<file path="src/rtl/mem_ctrl_param.sv">
// Single-port synchronous memory with valid/ready request/response handshakes,
// byte enables and a zero-fill clear engine. Optional lane parity: MEM_CTRL_PARITY_EN.
module mem_ctrl_param #(
   parameter int DATA_W = 32,
   parameter int DEPTH  = 16,
   parameter int ADDR_W = 4
) (
   input  logic                clk,
   input  logic                rst_n,
   input  logic                clr,
   output logic                busy,
   input  logic                req_valid,
   output logic                req_ready,
   input  logic                req_we,
   input  logic [ADDR_W-1:0]   req_addr,
   input  logic [DATA_W-1:0]   req_wdata,
   input  logic [DATA_W/8-1:0] req_be,
   output logic                rsp_valid,
   input  logic                rsp_ready,
`ifdef MEM_CTRL_PARITY_EN
   input  logic                perr_inj,
   output logic                rsp_perr,
`endif
   output logic [DATA_W-1:0]   rsp_rdata
);

   localparam int NB = DATA_W / 8;
   localparam logic [ADDR_W-1:0] LAST_ADDR = ADDR_W'(DEPTH - 1);

   typedef enum logic {S_CLEAR, S_IDLE} state_t;

   state_t              r_state, w_state_nxt;
   logic [ADDR_W-1:0]   r_clr_addr, w_clr_addr_nxt;
   logic                w_busy, w_ready, w_clr_we;
   logic                w_in_range, w_wr_acc, w_rd_acc;
   logic [DATA_W-1:0]   w_rd_data;
   logic [DATA_W-1:0]   r_mem [DEPTH];
   logic                r_rsp_valid;
   logic [DATA_W-1:0]   r_rsp_rdata;

   assign w_in_range = ({1'b0, req_addr} < (ADDR_W + 1)'(DEPTH));
   assign w_wr_acc   = req_valid && w_ready && req_we && w_in_range;
   assign w_rd_acc   = req_valid && w_ready && !req_we;
   assign w_rd_data  = w_in_range ? r_mem[req_addr] : '0;

   always_ff @(posedge clk or negedge rst_n) begin
      if (!rst_n) begin
         r_state    <= S_CLEAR;
         r_clr_addr <= '0;
      end else begin
         r_state    <= w_state_nxt;
         r_clr_addr <= w_clr_addr_nxt;
      end
   end

   always_comb begin
      w_state_nxt    = r_state;
      w_clr_addr_nxt = r_clr_addr;
      w_busy         = 1'b0;
      w_ready        = 1'b0;
      w_clr_we       = 1'b0;
      case (r_state)
         S_CLEAR: begin
            w_busy   = 1'b1;
            w_clr_we = 1'b1;
            if (r_clr_addr == LAST_ADDR) begin
               w_state_nxt    = S_IDLE;
               w_clr_addr_nxt = '0;
            end else begin
               w_clr_addr_nxt = r_clr_addr + 1'b1;
            end
         end
         S_IDLE: begin
            w_ready = !clr && (!r_rsp_valid || rsp_ready);
            if (clr) w_state_nxt = S_CLEAR;
         end
         default: w_state_nxt = S_CLEAR;
      endcase
   end

   // Storage carries no reset; contents are defined only once CLEAR has swept it.
   always_ff @(posedge clk) begin
      if (w_clr_we) begin
         r_mem[r_clr_addr] <= '0;
      end else if (w_wr_acc) begin
         for (int unsigned i = 0; i < NB; i++) begin
            if (req_be[i]) r_mem[req_addr][8*i +: 8] <= req_wdata[8*i +: 8];
         end
      end
   end

   always_ff @(posedge clk or negedge rst_n) begin
      if (!rst_n) begin
         r_rsp_valid <= 1'b0;
         r_rsp_rdata <= '0;
      end else if (w_rd_acc) begin
         r_rsp_valid <= 1'b1;
         r_rsp_rdata <= w_rd_data;
      end else if (rsp_ready) begin
         r_rsp_valid <= 1'b0;
      end
   end

`ifdef MEM_CTRL_PARITY_EN
   logic [NB-1:0] r_par [DEPTH];
   logic          w_rd_perr;
   logic          r_rsp_perr;

   always_ff @(posedge clk) begin
      if (w_clr_we) begin
         r_par[r_clr_addr] <= '0;
      end else if (w_wr_acc) begin
         for (int unsigned i = 0; i < NB; i++) begin
            if (req_be[i]) r_par[req_addr][i] <= (^req_wdata[8*i +: 8]) ^ perr_inj;
         end
      end
   end

   always_comb begin
      w_rd_perr = 1'b0;
      if (w_in_range) begin
         for (int unsigned i = 0; i < NB; i++) begin
            w_rd_perr = w_rd_perr | ((^r_mem[req_addr][8*i +: 8]) != r_par[req_addr][i]);
         end
      end
   end

   always_ff @(posedge clk or negedge rst_n) begin
      if (!rst_n)        r_rsp_perr <= 1'b0;
      else if (w_rd_acc) r_rsp_perr <= w_rd_perr;
   end

   assign rsp_perr = r_rsp_perr;
`endif

   assign busy      = w_busy;
   assign req_ready = w_ready;
   assign rsp_valid = r_rsp_valid;
   assign rsp_rdata = r_rsp_rdata;

endmodule

</file>
<file path="config.mk">
export PLATFORM = sky130hd
export DESIGN_NAME = mem_ctrl_param
export DESIGN_NICKNAME = d
export VERILOG_FILES = /design/src/rtl/mem_ctrl_param.sv
export SDC_FILE = /design/constraint.sdc
export NUM_CORES = 1
export LEC_CHECK = 0
export BUFFER_PORTS_ARGS = -buffer_cell sky130_fd_sc_hd__buf_2
export CORE_ASPECT_RATIO = 0.8
export CORE_MARGIN = 2
export CORE_UTILIZATION = 55
export CTS_CLUSTER_DIAMETER = 120
export DETAILED_ROUTE_END_ITERATION = 8
export PLACE_DENSITY = 0.84
export RECOVER_POWER = 50
export SETUP_SLACK_MARGIN = 0.02
export SYNTH_ARGS = -nofsm -noshare
export SYNTH_HDL_FRONTEND = slang
export SYNTH_SLANG_ARGS = --single-unit
export TNS_END_PERCENT = 100
</file>
<file path="constraint.sdc">
create_clock -name clk -period 2.46 [get_ports clk]
set_input_delay 0.246 -clock clk [delete_from_list [all_inputs] [get_ports clk]]
set_output_delay 0.246 -clock clk [all_outputs]
set_load 0.03 [all_outputs]
</file>
==> summary.txt, run 1 <==
STA
  • Worst setup margin: 66.15 ps
  • Final setup fails: 0
  • F_max: 417.7 MHz
  • Fin Hold WS: 117.6 ps
  • Max_slew headroom: -0.1241%
  • RSZ-0062 raised after global routing: yes
  • Clock skew: 16.72 ps
  • Final period util: 97.31%
  • Minimum clock period: 2394 ps
  • Slew @ Worst Pin: 1502 ps
  • Hold Fails Final Rpt: 0
  • Pins Over Slew Limit: 19
  • Setup Total Neg Slack: 0 ps

Routing
  • Drt pass-1 iters: 6
  • DR vias: 12230
  • Final ANT Viol Nets: 0
  • Iteration-0 DRC count of the detailed router: 1418
  • Routed vias/inst: 6.123
  • Met1 WL: 20.16 mm
  • Detail-routed net length per standard cell: 25.64 um
  • Met3 routed WL: 4.272 mm
  • Drc violations: 0
  • WL final: 51.20 mm
  • Highest Signal Layer: met4
  • Met2 wire length: 25.05 mm

Synthesis
  • Top FF cell, synth: edfxtp_1
  • Adder-cell area share of the yosys netlist: 0.05742%
  • Syn Area/Cell: 17.95 um^2
  • Distinct cells, synth: 39
  • Cells after Synth: 1214
  • Xor and xnor fraction of the mapped netlist area: 0.04019%
  • #FFs+latches synth: 550
  • Largest family of logic cells by synthesized area: multiplexers
  • Mux share of post-synthesis cell area: 13.22%
  • Syn_nets: 1261
  • EDFF count, synth: 512
  • Synth Area in Simple Gates: 5.776%
  • Synth Cell Area: 21790 um^2
  • Synth warnings: 0
  • Async SR Flop Fraction: 6.909%
  • Seq/Total Area, Yosys: 74.92%
  • Complex-gate fraction of the synthesized area: 3.887%

Setup path
  • Crit end category: flop
  • WS Path Type: flop to flop
  • Critical Path Start Type: flop
  • CP max stage delay: 550 ps
  • CP Buf/Inv Count: 3
  • Arr. time, crit path: 2670 ps
  • CP max-delay cell: or4_4
  • Crit-path max FO: 16
  • Top Family by Delay on Critical Path: simple AND/OR/NAND/NOR gates
  • Crit Reg-Reg Startpoint: rsp_valid
  • WP data required: 2740 ps
  • CP Launch Point: rsp_valid
  • Cell chain of the critical path: nor2b_4, or4_4, buf_6, mux2i_4, buf_12, nor3_2, buf_4
  • Reg-to-reg slack, setup: 70 ps

Global routing
  • First-pass GRT wire length: 77.04 mm
  • Overall routing resource usage: 25.55%
  • Total grt overflow: 0
  • Initial antenna violation count: 0
  • Largest net degree at the start of global routing: 77
  • Vias in the first global route: 12380

Floorplan
  • FP Rows: 65
  • Initial Util: 55.48%
  • Core ar.: 39280 um^2
  • Die outline area: 41240 um^2
  • I/O pins: 81
  • Die X: 226.6 um
  • Die height: 182.0 um

Worst hold path
  • Worst hold path class: input port to flop
  • Hold path startpoint: req_wdata[24]

Placement
  • HPWL after detailed placement: 31.67 mm
  • PortBufs: 80
  • Placer congestion estimate: 0.8171
  • DP Worst Slack: -413.9 ps

Finish
  • # nets final: 1468
  • Layout area overhead: 19.52%
  • Layout cells sized above 1: 27.79%
  • Diodes inserted: 0

Clock tree
  • H-tree Lvls: 2
  • CTS tree: built
  • Worst-skew pair later-pin latency: 570 ps
  • CTS max path bufs: 3
  • Clk root buf: clkbuf_16
  • Clk sinks: 550
  • Clock-pin slew on the worst setup and hold paths: 70 ps
  • CTS Buf Count: 48

Flow run
  • Max-cap violations: 1

Outcome
  • Outcome: finished with violations
  • Failing checks: capacitance limit, slew limit

Power and ir drop
  • Pwr dens: 1009 nW/um^2
  • Static leakage: 9.277 nW
  • Maximum VDD drop: 0.0007729 V
[layer usage]
metal  GRT usage (%)  vias up
li1                -     5223
met3           3.803       88
met2           41.42      645
met5               0        -
met1           35.84     6272
met4           9.026        0
[state kept, by name, indices dropped and copies added (netlist names)]
signal,flops
r_mem,512
rsp_rdata,32
r_clr_addr,4
r_state,1
rsp_valid,1
[final timing paths]
path,endpoint,cells past startpoint
max,r_mem[2][6],7
max reg2reg,r_mem[2][6],7
min reg2reg,rsp_rdata[7],2
min,r_mem[15][24],2
min in group asynchronous,rsp_rdata[21],2
max in group asynchronous,rsp_rdata[7],3
[final cells by class]
| class | count | area [um^2] |
|---|---|---|
| fill | 2498 | 13240 |
| timing repair buffer | 233 | 1821 |
| tap | 536 | 670.6 |
| clock inverter | 28 | 340.3 |
| clock buffer | 62 | 1355 |
| sequential | 550 | 16330 |
| inverter | 32 | 120.1 |
| multi-input combinational | 556 | 5413 |
[logic make-up after synthesis]
group,after synthesis
buffers and inverters,108
muxes,203
adders and majority gates,1
DFF,550
and+or+nand+nor,243
xor gates and xnor gates,1
AOI/OAI and AO/OA,108
[layout by cell type (no fill, tap or decap), drive strengths merged, types with 3 or more instances in the layout]
cell,n
nor3,40
a31oi,4
clkinvlp,6
mux2i,137
edfxtp,512
nor2,33
nand4,3
nand2,40
buf,163
mux4,64
and2,33
o2111ai,31
clkbuf,131
nor2b,16
nand2b,34
nand3,33
clkinv,13
nor4,3
a221o,4
inv,34
bufinv,7
a22oi,64
dfrtp,38
[stage by stage]
step	power (mW)	area [um^2]	util, %	cells
finish	26.28	26050	66.31	1997
global route	27.19	26050	66.31	1997
CTS	26.42	26150	66.57	1997
detailed placement	18.43	24400	62.11	1903
global placement	18.15	24400	62.11	1903
floorplan	15.86	22130	-	1214
[report_power, final]
part | internal, mW | switching [mW] | leakage [nW] | total [mW]
Sequential | 12.1 | 0.594 | 5.30 | 12.7
Clock | 4.65 | 3.30 | 0.818 | 7.95
Combinational | 2.06 | 3.56 | 3.16 | 5.62
[synthesized netlist by cell type (3+ instances only)]
cell type	number	area, um^2
o2111ai_1	31	271.5
nor3_1	40	200.2
a31oi_1	4	25.02
nor2_1	33	123.9
a22oi_1	64	480.5
dfrtp_1	38	950.9
edfxtp_1	512	15370
clkbuf_1	40	150.1
buf_4	3	22.52
inv_1	31	116.4
mux4_2	64	1441
nand2b_1	34	212.7
buf_1	4	15.01
nand4_1	3	18.77
nand2_1	40	150.1
nor4_1	3	18.77
nand3_1	33	165.2
nor2b_1	16	100.1
buf_2	28	140.1
mux2i_4	3	67.56
a221o_1	4	40.04
mux2i_1	132	1321
and2_1	33	206.5
[repair_timing]
| action | CTS | global route |
|---|---|---|
| buffers inserted | 3 | 0 |
| setup endpoints to repair | 373 | 38 |
| gates cloned | 0 | 0 |
| pin swaps | 0 | 0 |
| endpoints found under the hold margin | 18 | 0 |
| hold buffers | 1 | 0 |
| gates resized for setup | 6 | 6 |
(Power assumes the default switching activity.)
==> run 2, diff against run 1 <==
==> constraint.sdc (replaced) <==
create_clock -name clk -period 2.07 [get_ports clk]
set_input_delay 0.207 -clock clk [delete_from_list [all_inputs] [get_ports clk]]
set_output_delay 0.207 -clock clk [all_outputs]
set_load 0.03 [all_outputs]
==> run 2 against run 1 <==
  * The flow finishes with violations (setup timing)
  * Sequential cell count is the same
  * Utilization grew 3.2 points
  * Worst setup slack lost 430 ps
  * Critical path depth grew 1
  * Combinational power grew 45%
  * Critical endpoint is now r_mem[10][15]
  * Largest cell class unchanged
  * Highest routed layer unchanged
==> summary.txt, run 2 (synthesis gave the netlist of run 1 again) <==
STA
  • Max_slew headroom: 7.911% (+8.0 points)
  • Final period util: 117.6% (+20 points)
  • Slew @ Worst Pin: 1381 ps (-120.5 ps)
  • F_max: 410.9 MHz (-1.6%)
  • Pins Over Slew Limit: 0 (-19)
  • Final setup fails: 504 (+504)
  • Fin Hold WS: 85.00 ps (-32.57 ps)
  • RSZ-0062 raised after global routing: yes
  • Minimum clock period: 2434 ps (+39.93 ps)
  • Hold Fails Final Rpt: 0 (unchanged)
  • Worst setup margin: -363.8 ps (-429.9 ps)
  • Clock skew: 16.83 ps (+0.1085 ps)

Finish
  • Layout cells sized above 1: 30.40% (+2.6 points)
  • Core Util, Final: 69.50% (+3.2 points)
  • Max reg flops: 512 (unchanged)
  • # nets final: 1497 (+2.0%)
  • Most frequent cells in the layout: 512 x edfxtp_1, 131 x mux2i_1, 84 x buf_12
  • Fillers: 2290 (-8.3%)
  • Commonest non-fill, non-tap cell in the layout: edfxtp_1
  • Non-Filler Instances: 2027 (+1.5%)
  • Final instance area: 27300 um^2 (+4.8%)
  • Biggest register: r_mem
  • Layout area overhead: 25.27%

Setup path
  • Crit end category: flop
  • WP data required: 2360 ps (-380 ps)
  • WS Path Type: flop to flop
  • Crit-path max FO: 14 (-2)
  • Arr. time, crit path: 2730 ps (+60 ps)
  • CP max-delay cell: or4_4
  • Top Family by Delay on Critical Path: simple AND/OR/NAND/NOR gates
  • Worst Reg-to-Reg Cells: 8 (+1)
  • Worst path depth: 8 (+1)
  • CP dominant cell by count: buf_12
  • CP Buf/Inv Count: 4 (+1)
  • Critical Path Start Type: flop
  • CP max stage delay: 530 ps (-20 ps)
  • Cell chain of the critical path: nor2b_4, or4_4, buf_12, mux2i_4, buf_12, buf_12, nor3_4, buf_12

Floorplan
  • Initial Util: 55.48% (unchanged)
  • FP Rows: 65 (unchanged)
  • Core ar.: 39280 um^2 (unchanged)
  • Die X: 226.6 um (unchanged)
  • Die height: 182.0 um (unchanged)
  • I/O pins: 81 (unchanged)
  • Die outline area: 41240 um^2 (unchanged)

Routing
  • Routed vias/inst: 6.280 (+2.6%)
  • Drt pass-1 iters: 7 (+1)
  • Drc violations: 0 (unchanged)
  • Detail-routed net length per standard cell: 27.64 um (+7.8%)
  • WL final: 56.03 mm (+9.4%)
  • Iteration-0 DRC count of the detailed router: 1615 (+14%)
  • DR vias: 12730 (+4.1%)
  • Final ANT Viol Nets: 0 (unchanged)

Placement
  • HPWL after detailed placement: 34.18 mm (+7.9%)
  • Post-DP Area: 25190 um^2 (+3.3%)
  • Placer congestion estimate: 0.8671 (+6.1%)
  • Post-Place Cells: 1916 (+0.68%)
  • PortBufs: 80 (unchanged)

Global routing
  • First-pass GRT wire length: 81.99 mm (+6.4%)
  • Total grt overflow: 0 (unchanged)
  • Overall routing resource usage: 27.41% (+1.9 points)
  • Largest net degree at the start of global routing: 65 (-16%)
  • Initial antenna violation count: 1 (+1)
  • Vias in the first global route: 12710 (+2.7%)

Outcome
  • Failing checks: setup timing
  • Outcome: finished with violations

Clock tree
  • Clk root buf: clkbuf_16
  • Clk sinks: 550 (unchanged)
  • H-tree Lvls: 2 (unchanged)
  • Worst-skew pair later-pin latency: 580 ps (about the same)
  • CTS tree: built
  • CTS Buf Count: 50 (+4.2%)
  • CTS max path bufs: 3 (unchanged)
  • Clock-pin slew on the worst setup and hold paths: 60 ps (about the same)

Power and ir drop
  • Maximum VDD drop: 0.0009038 V (+17%)
  • Design Power: 32.67 mW (+24%)
  • Static leakage: 9.668 nW (+4.2%)
  • Pwr dens: 1197 nW/um^2 (+19%)

Worst hold path
  • Hold Crit Depth: 4 (+2)
  • Worst hold path class: input port to flop

Flow run
  • Max-cap violations: 0 (-1)
run 2: cell types whose count changed in the layout (fill, tap and decap cells not counted), moves of 4 or more:
cell,previous run,this run
buf_12,29,84
clkbuf_2,32,2
nor2_1,25,5
buf_6,6,24
buf_4,85,68
nor2_4,1,17
nor3_4,20,36
nor3_2,15,0
and2_0,14,0
and2_1,19,33
clkbuf_16,49,54
clkbuf_8,8,4
clkinvlp_4,6,2
nor2_2,7,11
run 2: layer usage:
metal  up-vias  global-route usage, %  routed length (um)
li1       5293                      -                   -
met1      6500                  38.54               21360
met2       844                  44.11               27580
met3        93                  5.146                5653
met4         0                  8.447                1436
met5         -                      0                   0
run 2: area by class of cell:
cell class | instances | area (um^2) | area share, %
Antenna cell | 1 | 2.502 | 0.009167
Clock buffer | 67 | 1419 | 5.198
Clock inverter | 25 | 236.5 | 0.8663
Inverter | 32 | 120.1 | 0.4400
Multi-Input combinational cell | 556 | 5648 | 20.69
Sequential cell | 550 | 16330 | 59.81
Tap cell | 536 | 670.6 | 2.457
Timing Repair Buffer | 260 | 2875 | 10.53
run 2: final timing paths:
check                         startpoint       endpoint  slack [ps]
max                            rsp_valid  r_mem[10][15]        -360
min                                  clr        r_state          80
max reg2reg                    rsp_valid  r_mem[10][15]        -360
min reg2reg                rsp_rdata[19]  rsp_rdata[19]         500
max in group asynchronous          rst_n      rsp_valid         190
min in group asynchronous          rst_n  rsp_rdata[19]         480
run 2: timing repair:
action                                  CTS  global route
buffers inserted                         12             4
pin swaps                                19             6
endpoints found under the hold margin    19             0
gates resized for setup                  39            15
hold buffers                              1             0
gates cloned                              0             1
endpoints found under the setup margin  512           512
run 2: through the flow:
stage	setup slack, ps	setup TNS [ps]
floorplan	-434.1	-171130
global placement	-405.7	-164810
detailed placement	-457.3	-179350
CTS	-317.3	-109120
global route	-387.7	-139850
finish	-363.8	-124220
run 2: worst register-to-register path, delay by kind of cell, from the launching register on:
| kind | cells | cell delay, ps |
|---|---|---|
| AND/OR/NAND/NOR | 3 | 820 |
| buffers and inverters | 4 | 640 |
| flip-flops | 1 | 400 |
| multiplexers | 1 | 290 |
run 2: power breakdown:
group	switching [mW]	leakage, nW	total (mW)	internal (mW)
clock	4.02	0.812	9.34	5.32
sequential	0.747	5.30	15.2	14.4
combinational	4.87	3.56	8.17	3.30
